File: src/rtl/dkong3_pkg.sv
// Shared definitions for the Donkey Kong 3 object line buffer:
// default geometry, pixel field positions and write-FSM states.
package dkong3_pkg;

   localparam int AW_DEF  = 8;
   localparam int DW_DEF  = 6;
   localparam int PIX_LSB = 0;
   localparam int PIX_MSB = 1;
   localparam int PAL_LSB = 2;

   typedef enum logic [1:0] {
      WR_INIT,
      WR_IDLE,
      WR_CHECK,
      WR_COMMIT
   } wr_state_e;

   // A pixel code of zero is transparent.
   function automatic logic isOpaque(input logic [PIX_MSB:PIX_LSB] pix);
      return pix != '0;
   endfunction

endpackage

File: src/rtl/dkong3_linebuf_ram.sv
// One line-buffer bank: 2^AW x DW simple dual-port RAM.
// Synchronous write; registered read that holds its value while re_i is low.
module dkong3_linebuf_ram #(
   parameter int AW = 8,
   parameter int DW = 6
) (
   input  logic          clk_i,
   input  logic          we_i,
   input  logic [AW-1:0] waddr_i,
   input  logic [DW-1:0] wdata_i,
   input  logic          re_i,
   input  logic [AW-1:0] raddr_i,
   output logic [DW-1:0] rdata_o
);

   logic [DW-1:0] mem_q [0:(1<<AW)-1];
   logic [DW-1:0] rdata_q;

   always_ff @(posedge clk_i) begin
      if (we_i) mem_q[waddr_i] <= wdata_i;
      if (re_i) rdata_q <= mem_q[raddr_i];
   end

   assign rdata_o = rdata_q;

endmodule

File: src/rtl/dkong3_obj_linebuf.sv
// Double-buffered sprite line buffer: the drawer fills the back bank while
// the video side reads-and-clears the front bank; banks swap on the line strobe.
module dkong3_obj_linebuf
   import dkong3_pkg::*;
#(
   parameter int AW = AW_DEF,
   parameter int DW = DW_DEF
) (
   input  logic          I_CLK_24M,
   input  logic          I_RESETn,
   input  logic          I_CLK_6M,
   input  logic          I_LINE_SWAP,
   input  logic          I_WR_EN,
   input  logic [AW-1:0] I_WR_X,
   input  logic [DW-1:0] I_WR_D,
   output logic          O_WR_RDY,
   input  logic          I_RD_EN,
   input  logic [AW-1:0] I_RD_X,
   output logic [DW-1:0] O_OBJ_D,
   output logic          O_INIT_DONE
);

   wr_state_e     state_q, state_d;
   logic [AW-1:0] cnt_q, cnt_d;
   logic          initDone_q;
   logic          front_q;
   logic          clk6m_q;
   logic          ce6m;
   logic          accept;
   logic          commitWe;
   logic          vidRd;

   logic [AW-1:0] wrX_q;
   logic [DW-1:0] wrD_q;
   logic          wrBank_q;

   logic          rdPend_q;
   logic          rdBank_q;
   logic [AW-1:0] rdX_q;
   logic [DW-1:0] obj_q;

   logic [1:0]    we;
   logic [1:0]    re;
   logic [AW-1:0] waddr [2];
   logic [AW-1:0] raddr [2];
   logic [DW-1:0] wdata [2];
   logic [DW-1:0] rdata [2];

   assign ce6m  = I_CLK_6M & ~clk6m_q;
   assign vidRd = ce6m & I_RD_EN & (state_q != WR_INIT);

   always_comb begin
      state_d  = state_q;
      cnt_d    = cnt_q;
      accept   = 1'b0;
      commitWe = 1'b0;
      case (state_q)
         WR_INIT: begin
            cnt_d = cnt_q + 1'b1;
            if (cnt_q == {AW{1'b1}}) state_d = WR_IDLE;
         end
         WR_IDLE: begin
            accept = I_WR_EN;
            if (I_WR_EN) state_d = WR_CHECK;
         end
         WR_CHECK: state_d = WR_COMMIT;
         WR_COMMIT: begin
            // First opaque pixel wins; transparent pixels never overwrite.
            commitWe = ~isOpaque(rdata[wrBank_q][PIX_MSB:PIX_LSB]) &
                       isOpaque(wrD_q[PIX_MSB:PIX_LSB]);
            state_d  = WR_IDLE;
         end
         default: state_d = WR_INIT;
      endcase
   end

   // Per-bank port steering. Init sweep owns both write ports; otherwise the
   // front bank's write port carries the clear and the back bank's the commit.
   // The video read takes precedence on a read port in the unusual case where
   // a swap lands between accept and check while the display is active.
   always_comb begin
      for (int b = 0; b < 2; b++) begin
         we[b]    = 1'b0;
         waddr[b] = rdX_q;
         wdata[b] = '0;
         re[b]    = 1'b0;
         raddr[b] = wrX_q;
         if (state_q == WR_INIT) begin
            we[b]    = 1'b1;
            waddr[b] = cnt_q;
         end else if (rdPend_q && (rdBank_q == 1'(b))) begin
            we[b]    = 1'b1;
            waddr[b] = rdX_q;
         end else if (commitWe && (wrBank_q == 1'(b))) begin
            we[b]    = 1'b1;
            waddr[b] = wrX_q;
            wdata[b] = wrD_q;
         end
         if (vidRd && (front_q == 1'(b))) begin
            re[b]    = 1'b1;
            raddr[b] = I_RD_X;
         end else if ((state_q == WR_CHECK) && (wrBank_q == 1'(b))) begin
            re[b]    = 1'b1;
         end
      end
   end

   always_ff @(posedge I_CLK_24M) begin
      if (!I_RESETn) begin
         state_q    <= WR_INIT;
         cnt_q      <= '0;
         initDone_q <= 1'b0;
         front_q    <= 1'b0;
         clk6m_q    <= 1'b0;
         rdPend_q   <= 1'b0;
         obj_q      <= '0;
      end else begin
         state_q  <= state_d;
         cnt_q    <= cnt_d;
         clk6m_q  <= I_CLK_6M;
         rdPend_q <= vidRd;
         if ((state_q == WR_INIT) && (state_d == WR_IDLE)) initDone_q <= 1'b1;
         if (I_LINE_SWAP && (state_q != WR_INIT)) front_q <= ~front_q;
         if (rdPend_q) obj_q <= rdata[rdBank_q];
         else if (ce6m) obj_q <= '0;
      end
   end

   always_ff @(posedge I_CLK_24M) begin
      if (accept) begin
         wrX_q    <= I_WR_X;
         wrD_q    <= I_WR_D;
         wrBank_q <= ~front_q;
      end
      if (vidRd) begin
         rdX_q    <= I_RD_X;
         rdBank_q <= front_q;
      end
   end

   for (genvar g = 0; g < 2; g++) begin : g_bank
      dkong3_linebuf_ram #(.AW(AW), .DW(DW)) u_ram (
         .clk_i   (I_CLK_24M),
         .we_i    (we[g]),
         .waddr_i (waddr[g]),
         .wdata_i (wdata[g]),
         .re_i    (re[g]),
         .raddr_i (raddr[g]),
         .rdata_o (rdata[g])
      );
   end

   // Fresh data is shown straight from the RAM in the cycle after ce_6m,
   // then held in obj_q so later bank reads cannot disturb the output.
   assign O_OBJ_D     = rdPend_q ? rdata[rdBank_q] : obj_q;
   assign O_WR_RDY    = (state_q == WR_IDLE);
   assign O_INIT_DONE = initDone_q;

endmodule

File: config.mk
export PLATFORM = sky130hd
export DESIGN_NAME = dkong3_obj_linebuf
export DESIGN_NICKNAME = d
export VERILOG_FILES = /design/src/rtl/dkong3_pkg.sv /design/src/rtl/dkong3_linebuf_ram.sv /design/src/rtl/dkong3_obj_linebuf.sv
export SDC_FILE = /design/constraint.sdc
export NUM_CORES = 2
export LEC_CHECK = 0
export ABC_CLOCK_PERIOD_IN_PS = 7300
export CORE_UTILIZATION = 50
export DETAILED_ROUTE_END_ITERATION = 8
export PLACE_DENSITY = 0.74
export SYNTH_ARGS = -nofsm -noshare
export SYNTH_HDL_FRONTEND = slang
export SYNTH_HIERARCHICAL = 1
export SYNTH_SLANG_ARGS = --single-unit
File: constraint.sdc
create_clock -name I_CLK_24M -period 7.3 [get_ports I_CLK_24M]
set_clock_uncertainty 0.2 [all_clocks]
set_input_delay 1.095 -clock I_CLK_24M [delete_from_list [all_inputs] [get_ports I_CLK_24M]]
set_output_delay 1.095 -clock I_CLK_24M [all_outputs]
set_load 0.02 [all_outputs]
# After elaboration in Yosys (flattened, before gate mapping)
# Memory sizes are Yosys's and may differ from the RTL's. A register that Yosys moved wholly into a read port is not among the register bits.
# Index checks and enable logic that the tools add are counted.
[word_totals]
ramBits = 3072
wordCells = 90
in_bits = 28
out_inout_bits = 8
memories = 2
reg_bits = 44
[op_classes]
eq_ne = 5
muxes = 42
bitwise = 11
n_reduce_logical = 15
n_lt_le_gt_ge = 2
add_sub_neg = 1
[mem_list]
columns = ["memory", "words", "word_bits", "read_ports", "rd_clocked_by_memory_dff", "write_ports", "line", "rtl"]
rows = [
  ["g_bank[0].u_ram.mem_q", 256, 6, 1, 1, 1, "dkong3_linebuf_ram.sv:16", "logic [DW-1:0] mem_q [0:(1<<AW)-1];"],
  ["g_bank[1].u_ram.mem_q", 256, 6, 1, 1, 1, "dkong3_linebuf_ram.sv:16", ""],
]
[ops]
columns = ["op", "count"]
rows = [
  ["$mux 6", 12],
  ["$mux 8", 8],
  ["$mux 1", 16],
  ["$logic_and 1x1->1", 10],
  ["$mux 2", 5],
  ["$add 8x1->8 const B", 1],
  ["$eq 8x8->1 const B", 1],
  ["$pmux 2 s4", 1],
  ["$reduce_bool 2->1", 4],
  ["$not 1->1", 5],
  ["$and 1x1->1", 4],
  ["$eq 2x1->1 const B", 2],
  ["$eq 2x2->1 const B", 2],
  ["$ge 2x2->1 const B", 2],
  ["$not 1->2", 2],
  ["$logic_not 2->1", 1],
]

# Logic depth before layout (Yosys ltp)
[logic_depth]
ltp_word = 14
ltp_mapped = 17
ltp_nobuf = 9

# Hierarchy
# Netlist, hierarchy kept.
[modules_own_cells]
columns = ["module", "area_per_inst_um2", "seq_area_each_um2", "cells_per_inst", "n_inst"]
rows = [
  ["dkong3_linebuf_ram", 60133.9, 46304.4, 2964, 2],
  ["dkong3_obj_linebuf", 2369.8, 1121.1, 221, 1],
]

# Least setup slack after synthesis
# Ideal clock, no wire load.
[synth_path]
path_type = "register -> register"
start = "register g_bank[1].u_ram.rdata_q[0], read port of g_bank[1].u_ram.mem_q"
end = "memory g_bank[1].u_ram.mem_q[0][2] (data pin)"
slack_ps = 1587
arrival_time_ps = 4644
required_time_ps = 6230
stages_incl_launch_ff = 5
setup_time_ps = 870
cell_sequence = "edfxtp_1 > or3b_1 > nor4b_4 > buf_6 > and2_1"
[synth_lines]
columns = ["element", "line", "rtl"]
rows = [
  ["from (decl)", "dkong3_linebuf_ram.sv:17", "logic [DW-1:0] rdata_q;"],
  ["to (decl)", "dkong3_linebuf_ram.sv:16", ""],
]

==> results.txt <==
----------------------------------------------------
[Run status]
  Run status ... finished, final reports clean

[Detailed routing]
  Overall via count from detail_route ... approximately 63000
  Via density per instance ... 6.473
  Routed length per instance ... 31.12 um
  Detailed Route Iter0 Violations ... about 8600
  Routed wire length ... 304.7 mm
  # DRC ... 0
  Pre-Repair DR Iteration Count ... 6
  Antenna Violating Nets Remaining ... 0

[Synthesis]
  Largest area contributor in the netlist ... sky130_fd_sc_hd__edfxtp_1
  Multiplexer area fraction after synthesis ... 0.1469
  Synthesis-stage register bit count ... around 3100
  Number of enable flip-flop cells after synthesis ... 3108
  Share of the synthesized area in compound gates (AO/OA/AOI/OAI) ... 0.03406
  Post-synth design cell area ... approximately 0.12 sq mm
  Post-synthesis adder-cell area fraction ... 0.0001020
  Count leader, synth ... sky130_fd_sc_hd__edfxtp_1
  Most used DFF post-synth ... sky130_fd_sc_hd__edfxtp_1
  Post-synth top cells ... sky130_fd_sc_hd__edfxtp_1 (3108), sky130_fd_sc_hd__mux4_2 (662), sky130_fd_sc_hd__nor2_1 (587), sky130_fd_sc_hd__mux2i_1 (238), sky130_fd_sc_hd__clkbuf_1 (196)
  Dominant combinational cell family by area after synthesis ... multiplexers
  Synth Area in Simple Gates ... 0.03822
  Post-synth top area share ... 0.7610
  Parity-gate share of the synthesized area counting xor and xnor cells ... 0.0002143
  Number of nets produced by synthesis ... 6178
  Sequential fraction of the synthesis area ... 0.7643
  Number of library cell types mapped by synthesis ... 60
  Leading cell types by total area after synthesis ... sky130_fd_sc_hd__edfxtp_1 (76%), sky130_fd_sc_hd__mux4_2 (12%), sky130_fd_sc_hd__mux2i_1 (1.9%), sky130_fd_sc_hd__nor2_1 (1.8%), sky130_fd_sc_hd__a22oi_1 (0.97%)
  Count of synthesis-stage warnings from yosys ... 6
  Async set-reset flop share out of synthesis ... 0
  Number of instances in the synthesized netlist ... between 6000 and 7000
  Average instance area after synthesis ... 19.94 sq um

[Finish]
  Area of the multi-input gates ... 0.02710 sq mm
  Filler cells ... 17310
  Register cell area after layout ... around 0.094 sq mm
  Fraction of final layout cells with drive strength greater than 1 ... 0.2135
  Nets@finish ... 6378
  Area added between synthesis and finish ... 12.07%

[Global routing]
  Wire length of the first global-routing pass ... about 440 mm
  Number of global-route vias before repair ... 63590
  Total overflow reported by the global router ... 0
  Largest net degree at the start of global routing ... 257
  Number of antenna violations at the first check in global routing ... 14
  GR Util All Layers ... 0.2447

[Clock tree]
  Setup fix buffers added after clock tree synthesis ... 0
  Clock tree from TritonCTS ... yes
  H-tree depth reported by CTS ... 5
  # hold bufs at CTS ... 0
  Worst skew pair latency ... 940 ps
  Clock transition at the registers of the reported paths ... 60 ps
  Bufs on Longest Clock Path ... 4
  Clock root cell ... sky130_fd_sc_hd__clkbuf_16
  Number of buffers added by the clock tree synthesis step ... about 320
  Number of gates resized after cts ... 0
  TritonCTS Sinks ... 3128

[Setup path]
  Nature of the critical path endpoint ... flop
  R2r worst-path depth ... 6
  R2r startpoint ... state_q[0]
  R2r setup slk ... 1530 ps
  CP peak stage delay ... 1070 ps
  Worst path required time ... 7710 ps
  Cell at the slowest stage of the critical path ... sky130_fd_sc_hd__o21ai_0
  Kind of critical path ... input pin to flop
  Sort of element at the start of the critical path ... input pin
  Maximum fanout encountered on the critical timing path ... 72
  Critical path data arrival time ... 6290 ps
  Critical R2R Capture ... g_bank[0].u_ram/mem_q[33][5]
  CP Cell Sequence ... clkdlybuf4s50_1, nand2b_1, or4_1, mux2_8, buf_4, mux4_2, a22oi_1, nand2_1, o21ai_0, o221ai_1

[Timing]
  Final critical delay including setup and external delays ... 5880 ps
  Hold Vio Cnt, Final ... 0
  Hold WS ... 266.6 ps
  RSZ-0062 raised after global routing ... no
  Setup violation total in the final timing report ... 0
  Peak Freq ... 170.1 MHz
  Aggregate negative setup slack ... 0 ps
  Final cycle utilization of the critical path ... 0.8055
  Worst-case headroom to the max-slew limit ... 0.06691
  Number of max-slew violations in the final report ... 0
  Worst Max-Slew Pin Slew ... approximately 1400 ps

[Power and ir drop]
  Total power density per cell area ... 258.8 mW/mm^2
  Lkg Pwr ... 0.03537 uW
  Power Total ... 35570 uW
  Largest vdd supply drop ... about 230 uV

[Floorplanning]
  X dimension of the die ... between 400 and 500 um
  Vertical die dimension ... 497.3 um
  Boundary Pins ... 36
  Area of the core region ... 0.2435 sq mm
  Effective utilization at floorplan ... 0.5037
  Die area ... 0.2473 sq mm
  Standard-cell rows ... between 150 and 200

[Placed design]
  Half-perimeter wire length of the detailed placement result ... 186.1 mm
  Final estimated routing congestion in global placement ... 0.8941
  Count of buffers inserted at the top-level ports ... 35

[Hold path]
  Origin of the worst min-delay path ... O_INIT_DONE
  WHS Path Cells ... 1
  WHS Endpoint ... O_INIT_DONE
  Worst min path class ... flop to flop

[Job]
  Count of max-cap constraint violations ... 0

----------------------------------------------------
==> layout make-up <==
cell class	count	share of cell area
Multi-Input combinational cell	2628	0.1972
Antenna cell	10	0.0001821
Clock buffer	381	0.06086
Tap cell	3202	0.02915
Inverter	24	0.0006555
Clock inverter	170	0.01214
Timing Repair Buffer	249	0.01788
Sequential cell	3128	0.6820
==> through the flow <==
stage / std cells / setup WS, ps / instance area, sq um / utilization
after floorplan: 6149 / 1587 / 122600 / -
after global placement: 9231 / 613.6 / 127400 / 0.5232
after detailed placement: 9231 / 496.7 / 127400 / 0.5232
after CTS: 9782 / 1463 / 137400 / 0.5644
after global routing: 9787 / 1330 / 137400 / 0.5645
final: 9792 / 1420 / 137400 / 0.5645
==> logic make-up after synthesis <==
logic type                 Yosys count
and+or+nand+nor                   1058
xor gates and xnor gates             3
adders and majority gates            1
muxes                              964
AOI/OAI and AO/OA                  602
DFF                               3128
buffers and inverters              393
==> where the power goes <==
part	switching [uW]	internal, uW	leakage [uW]	total, uW
combinational	172	43.5	0.00849	216
sequential	9.24	19500	0.0220	19500
clock	6540	9330	0.00492	15900
total	6720	28800	0.0354	35600
==> metal layers <==
layer  wire, um  GRT usage  up-vias
li1           -          -    25760
met3      32670    0.05295      819
met1     108700     0.3189    32810
met4      16320     0.1177        8
met5         52          0        -
met2     147000     0.3930     3978
==> critical path, delay by kind of cell <==
kind | cells | cell delay [ps]
AND/OR/NAND/NOR | 3 | 1190
buffers and inverters | 2 | 1150
AO/OA/AOI/OAI | 3 | 1580
multiplexers | 2 | 1170
==> worst max-delay path by stage <==
stage / startpoint / end / slack, ps
6_report: I_CLK_6M / g_bank[1].u_ram/rdata_o[2] / 1420
5_1_grt: state_q[0] / g_bank[0].u_ram/mem_q[33][5] / 1330
4_1_cts: I_CLK_6M / g_bank[1].u_ram/rdata_o[0] / 1460
3_5_place_dp: I_CLK_6M / g_bank[1].u_ram/rdata_o[0] / 500
3_3_place_gp: I_CLK_6M / g_bank[1].u_ram/rdata_o[0] / 610
2_1_floorplan: g_bank[1].u_ram/rdata_o[0] / g_bank[1].u_ram/mem_q[0][2] / 1590
==> state kept, by name, summed over array words and instances, names as in the netlist <==
signal,cells
g_bank.u_ram/rdata_o,12
state_q,2
cnt_q,8
O_INIT_DONE,1
rdX_q,8
clk6m_q,1
wrX_q,8
front_q,1
rdBank_q,1
rdPend_q,1
obj_q,6
g_bank.u_ram/mem_q,3072
wrD_q,6
wrBank_q,1
==> cell usage in the layout (no fill, tap or decap), types with 16 or more instances in the layout <==
cell,Yosys,layout
sky130_fd_sc_hd__a211oi_1,24,24
sky130_fd_sc_hd__a21oi_1,103,103
sky130_fd_sc_hd__a221oi_1,28,28
sky130_fd_sc_hd__a22oi_1,158,158
sky130_fd_sc_hd__a32oi_1,16,16
sky130_fd_sc_hd__and2_1,39,27
sky130_fd_sc_hd__buf_12,0,40
sky130_fd_sc_hd__buf_4,56,174
sky130_fd_sc_hd__bufinv_16,0,34
sky130_fd_sc_hd__clkbuf_1,196,55
sky130_fd_sc_hd__clkbuf_16,0,326
sky130_fd_sc_hd__clkdlybuf4s50_1,0,35
sky130_fd_sc_hd__clkinv_1,3,72
sky130_fd_sc_hd__clkinv_2,0,53
sky130_fd_sc_hd__dfxtp_1,20,20
sky130_fd_sc_hd__edfxtp_1,3108,3108
sky130_fd_sc_hd__inv_1,21,21
sky130_fd_sc_hd__mux2_2,64,58
sky130_fd_sc_hd__mux2i_1,238,238
sky130_fd_sc_hd__mux4_2,662,662
sky130_fd_sc_hd__nand2_1,155,155
sky130_fd_sc_hd__nand3_1,101,92
sky130_fd_sc_hd__nand4_1,19,19
sky130_fd_sc_hd__nor2_1,587,585
sky130_fd_sc_hd__nor2b_1,40,36
sky130_fd_sc_hd__nor3_1,34,34
sky130_fd_sc_hd__nor4_1,20,20
sky130_fd_sc_hd__o21ai_0,89,87
sky130_fd_sc_hd__o221ai_1,56,56
sky130_fd_sc_hd__o22ai_1,46,46
Note: power is estimated with default switching activity, not from simulation.
